`src/rtl/tx_phy_seq.sv`:
```
// TX PHY sequencer: start/end handshake with the PHY, per-byte toggle
// handshake fed from the tx byte FIFO, with immediate-stop and timeout aborts.
module tx_phy_seq #(
  parameter logic [15:0] CONF_TIMEOUT = 16'd5100,
  parameter logic [7:0]  IDLE_DATA    = 8'h55
) (
  input  logic        clk_80m,
  input  logic        bus_clk_resetn,
  input  logic        tx_start_p,
  input  logic [11:0] txv_length,
  input  logic [3:0]  txv_datarate,
  input  logic        txv_immstop,
  input  logic        fifo_empty,
  input  logic [7:0]  fifo_dout,
  output logic        fifo_rd_en,
  output logic        phy_txstartend_req,
  input  logic        phy_txstartend_conf,
  output logic        phy_data_req,
  input  logic        phy_data_conf,
  output logic [7:0]  bup_txdata,
  output logic [11:0] txv_length_reg,
  output logic [3:0]  txv_datarate_reg,
  output logic        tx_busy,
  output logic        tx_end_p,
  output logic        tx_abort_p,
  output logic        timeout_err,
  output logic        underrun_err
);

  localparam logic [2:0] S_IDLE  = 3'd0;
  localparam logic [2:0] S_START = 3'd1;
  localparam logic [2:0] S_FETCH = 3'd2;
  localparam logic [2:0] S_LOAD  = 3'd3;
  localparam logic [2:0] S_WAIT  = 3'd4;
  localparam logic [2:0] S_END   = 3'd5;
  localparam logic [2:0] S_ABORT = 3'd6;

  logic [2:0]  state_q, state_d;
  logic [11:0] len_q, len_d, byte_cnt_q, byte_cnt_d;
  logic [3:0]  rate_q, rate_d;
  logic [15:0] wait_q, wait_d;
  logic [7:0]  data_q, data_d;
  logic        req_q, req_d, dreq_q, dreq_d;
  logic        tmo_q, tmo_d, unr_q, unr_d;
  logic        end_q, end_d, abort_q, abort_d;
  logic        tmo_hit, stop_hit, counting;

  // Timeout fires on the edge the counter would reach CONF_TIMEOUT.
  assign tmo_hit  = (wait_q == CONF_TIMEOUT - 16'd1);
  assign stop_hit = txv_immstop && (state_q != S_IDLE) && (state_q != S_ABORT);
  assign counting = (state_q == S_START) || (state_q == S_FETCH) || (state_q == S_WAIT) ||
                    (state_q == S_END)   || (state_q == S_ABORT);

  always_comb begin
    state_d    = state_q;
    len_d      = len_q;
    rate_d     = rate_q;
    byte_cnt_d = byte_cnt_q;
    data_d     = data_q;
    req_d      = req_q;
    dreq_d     = dreq_q;
    tmo_d      = tmo_q;
    unr_d      = unr_q;
    end_d      = 1'b0;
    abort_d    = 1'b0;
    fifo_rd_en = 1'b0;

    case (state_q)
      S_IDLE: begin
        if (tx_start_p && (txv_length != '0)) begin
          state_d    = S_START;
          len_d      = txv_length;
          rate_d     = txv_datarate;
          byte_cnt_d = '0;
          tmo_d      = 1'b0;
          unr_d      = 1'b0;
          req_d      = 1'b1;
        end
      end
      S_START: begin
        if (phy_txstartend_conf) begin
          state_d = S_FETCH;
        end else if (tmo_hit) begin
          tmo_d   = 1'b1;
          state_d = S_ABORT;
        end
      end
      S_FETCH: begin
        if (!fifo_empty) begin
          fifo_rd_en = 1'b1;
          state_d    = S_LOAD;
        end else if (tmo_hit) begin
          tmo_d   = 1'b1;
          unr_d   = 1'b1;
          state_d = S_ABORT;
        end
      end
      S_LOAD: begin
        data_d     = fifo_dout;
        dreq_d     = ~dreq_q;
        byte_cnt_d = byte_cnt_q + 12'd1;
        state_d    = S_WAIT;
      end
      S_WAIT: begin
        if (phy_data_conf == dreq_q) begin
          state_d = (byte_cnt_q == len_q) ? S_END : S_FETCH;
        end else if (tmo_hit) begin
          tmo_d   = 1'b1;
          state_d = S_ABORT;
        end
      end
      S_END: begin
        if (!phy_txstartend_conf) begin
          end_d   = 1'b1;
          state_d = S_IDLE;
        end else if (tmo_hit) begin
          abort_d = 1'b1;
          state_d = S_IDLE;
        end
      end
      S_ABORT: begin
        if (!phy_txstartend_conf || tmo_hit) begin
          abort_d = 1'b1;
          state_d = S_IDLE;
        end
      end
      default: state_d = S_IDLE;
    endcase

    // Immediate stop discards every decision made above, including LOAD side effects.
    if (stop_hit) begin
      state_d    = S_ABORT;
      fifo_rd_en = 1'b0;
      end_d      = 1'b0;
      abort_d    = 1'b0;
      data_d     = data_q;
      dreq_d     = dreq_q;
      byte_cnt_d = byte_cnt_q;
      tmo_d      = tmo_q;
      unr_d      = unr_q;
    end

    if ((state_d == S_END) || (state_d == S_ABORT) || (state_d == S_IDLE)) req_d = 1'b0;

    if (state_d != state_q) wait_d = '0;
    else if (counting)      wait_d = wait_q + 16'd1;
    else                    wait_d = wait_q;
  end

  always_ff @(posedge clk_80m or negedge bus_clk_resetn) begin
    if (!bus_clk_resetn) begin
      state_q    <= S_IDLE;
      len_q      <= '0;
      rate_q     <= '0;
      byte_cnt_q <= '0;
      wait_q     <= '0;
      data_q     <= IDLE_DATA;
      req_q      <= 1'b0;
      dreq_q     <= 1'b0;
      tmo_q      <= 1'b0;
      unr_q      <= 1'b0;
      end_q      <= 1'b0;
      abort_q    <= 1'b0;
    end else begin
      state_q    <= state_d;
      len_q      <= len_d;
      rate_q     <= rate_d;
      byte_cnt_q <= byte_cnt_d;
      wait_q     <= wait_d;
      data_q     <= data_d;
      req_q      <= req_d;
      dreq_q     <= dreq_d;
      tmo_q      <= tmo_d;
      unr_q      <= unr_d;
      end_q      <= end_d;
      abort_q    <= abort_d;
    end
  end

  assign phy_txstartend_req = req_q;
  assign phy_data_req       = dreq_q;
  assign bup_txdata         = ((state_q == S_FETCH) || (state_q == S_LOAD) || (state_q == S_WAIT))
                              ? data_q : IDLE_DATA;
  assign txv_length_reg     = len_q;
  assign txv_datarate_reg   = rate_q;
  assign tx_busy            = (state_q != S_IDLE);
  assign tx_end_p           = end_q;
  assign tx_abort_p         = abort_q;
  assign timeout_err        = tmo_q;
  assign underrun_err       = unr_q;

endmodule
```
`config.mk`:
```
export PLATFORM = sky130hd
export DESIGN_NAME = tx_phy_seq
export DESIGN_NICKNAME = d
export VERILOG_FILES = /design/src/rtl/tx_phy_seq.sv
export SDC_FILE = /design/constraint.sdc
export NUM_CORES = 1
export LEC_CHECK = 0
export BUFFER_PORTS_ARGS = -buffer_cell sky130_fd_sc_hd__buf_4
export CORE_MARGIN = 1
export CORE_UTILIZATION = 25
export DETAILED_ROUTE_END_ITERATION = 10
export SETUP_SLACK_MARGIN = 0.05
export SLEW_MARGIN = 30
export SYNTH_ARGS = -nofsm -noshare
export SYNTH_HDL_FRONTEND = slang
export SYNTH_SLANG_ARGS = --single-unit
```
`constraint.sdc`:
```
create_clock -name clk_80m -period 2.6 [get_ports clk_80m]
set_input_delay 0.26 -clock clk_80m [delete_from_list [all_inputs] [get_ports clk_80m]]
set_output_delay 0.26 -clock clk_80m [all_outputs]
set_load 0.1 [all_outputs]
```
==> flow_metrics.tcl <==
set metrics [dict create \
    vias_per_cell 4.87 \
    worstSkewPairLatency_ps 330 \
    worstMarginPinSlew_ps 803 \
    synth_top_area_cell "dfrtp_1" \
    timing.rr.start "wait_q[1]" \
    htree_levels 3 \
    grt_pass1_vias 2994 \
    final_common_cell "buf_4" \
    ant_nets 0 \
    cts_buffer_depth 2 \
    arrival_ps 2830 \
    fmax_mhz 389 \
    drive_gt1_share_pct 35.6 \
    antennaDiodeCount 0 \
    relSlewSlack_pct 46.4 \
    final_core_util_pct 34.7 \
    grt_use_total_pct 13.4 \
    syn_nets 376 \
    path_clk_slew_ps 60 \
    post-route-min-period_ps 2570 \
    largest_register_ffs 16 \
    ys_types 53 \
    grt_overflow_total 0 \
    finalNetCount 458 \
    synth_area_sq_um 3440 \
    worstHoldPathType "in2async" \
    synth_edf_count 0 \
    ys_ff_latch 61 \
    synth-async-reset-ratio_pct 100 \
    cts_hold_buf 0 \
    ys.flop_type "dfrtp_1" \
    place.gp.congestion 0.849 \
    cts_buffers 9 \
    grt_setup_unrepaired "true" \
    setup.worst_path.end_class "register" \
    ys_seq_area_share_pct 44.5 \
    fin_worst_skew_ps 9.87 \
    crit_fanout 6 \
    worstSetupStartpoint "wait_q[1]" \
    cp-start-kind "register" \
    start_util_pct 25.8 \
    outcome "finished clean" \
    dieArea_sq_um 14200 \
    die_x_microns 119 \
    mostFrequentLayoutCells "buf_4 (87), dfrtp_1 (56), xnor2_1 (29), mux2_2 (27), nor2_1 (26)" \
    core-area_sq_um 13300 \
    fin_crit_sh_pct 98.9 \
    rrSetupSlack_ps 30 \
    maxCapViolations 0 \
    hold_viol 0 \
    fillers 1346 \
    vias 2950 \
    synth.area.top_cells "dfrtp_1 (41%), mux2_2 (8.8%), xnor2_1 (7.4%)" \
    dr.pass1.iters 4 \
    pin_count 63 \
    root_buffer "clkbuf_16" \
    placementRows 42 \
    tritoncts "built" \
    first_iter_violations 250 \
    finalMaxSlewViolations 0 \
    hpwl_microns 6400 \
    port_buffers 62 \
    grt_pass1_wl_microns 15100 \
    area_growth_syn_to_layout_pct 34.6 \
    wl_microns 9060 \
    yosysWarningCount 0 \
    whs_ps 19.0 \
    crit_type "reg2reg" \
    chipHeight_microns 119 \
    grt_max_degree 62 \
    yosysTopAreaCellShare_pct 41.4 \
    wire_per_inst_microns 14.9 \
    synth_cells 343 \
    syn_avg_cell_area_sq_um 10.0 \
    antenna_found_initial 0 \
    required_ps 2850 \
    clock_sinks 61 \
    drc 0 \
    finalSetupViolCount 0 \
]
-- synthesized netlist by cell type (8+ instances only) --
library cell  count
dfrtp_1          57
a21oi_1          23
inv_1            13
nor2_1           26
nor3_1           10
nor2b_1           8
xor2_1           10
mux2_2           27
clkbuf_1          9
xnor2_1          29
nand3_1          11
nor4_1            8
nand4_1          11
nand2_1          13
o2111ai_1        16
-- kinds of logic after synthesis --
family | synth area share [%]
fa+ha+maj | 0.727
compound gates | 13.2
mux | 9.41
flops | 44.5
simple gates | 18.1
xor+xnor | 9.92
buf+inv | 4.18
-- layout make-up --
cell class              instances  area [sq um]  share of cell area (%)
well taps                     176           220                    4.75
multi-input cells             250          1810                    39.1
repair buffers                 90           713                    15.4
flip-flops and latches         61          1530                    33.1
inverters                      13          48.8                    1.05
clock buffers                  11           233                    5.02
clock inverters                 5          75.1                    1.62
-- critical path: stages, from the launching register on --
cell and delay [ps]:
dfrtp_1 350, ha_2 210, or4bb_1 420, or4_4 490
a211o_1 320, or4_4 420, o21bai_1 160, mux2i_1 120
-- worst paths after layout --
path | to | cells past startpoint
worst max-delay path | phy_txstartend_req | 7
worst min-delay path | txv_datarate_reg[2] | 1
worst max register to register | phy_txstartend_req | 7
worst min register to register | data_q[5] | 1
max in group asynchronous | state_q[2] | 1
min in group clk_80m | tx_end_p | 2
-- layer usage --
metal	wire length (microns)	global-route usage [%]
met5	0	0
met4	131	4.84
met3	434	2.92
met2	4370	21.5
met1	4120	17.6
-- timing repair --
action                                  in CTS  in global routing
gates resized for setup                      1                  4
buffers inserted                             0                  2
endpoints found under the setup margin      21                 25
-- stage by stage --
| step | setup TNS [ps] | setup slack [ps] | cells | area, sq um |
|---|---|---|---|---|
| detailed placement | 0 | 11.2 | 588 | 4290 |
| floorplan | -327 | -81.7 | 343 | 3450 |
| global placement | 0 | 34.6 | 588 | 4290 |
| global route | -203 | -75.5 | 606 | 4640 |
| finish | 0 | 27.6 | 606 | 4640 |
| CTS | 0 | 0.164 | 604 | 4600 |
Power is left out: the tool's default activity adds up to more than one toggle a clock period on the data nets, which glitch-free logic cannot reach.
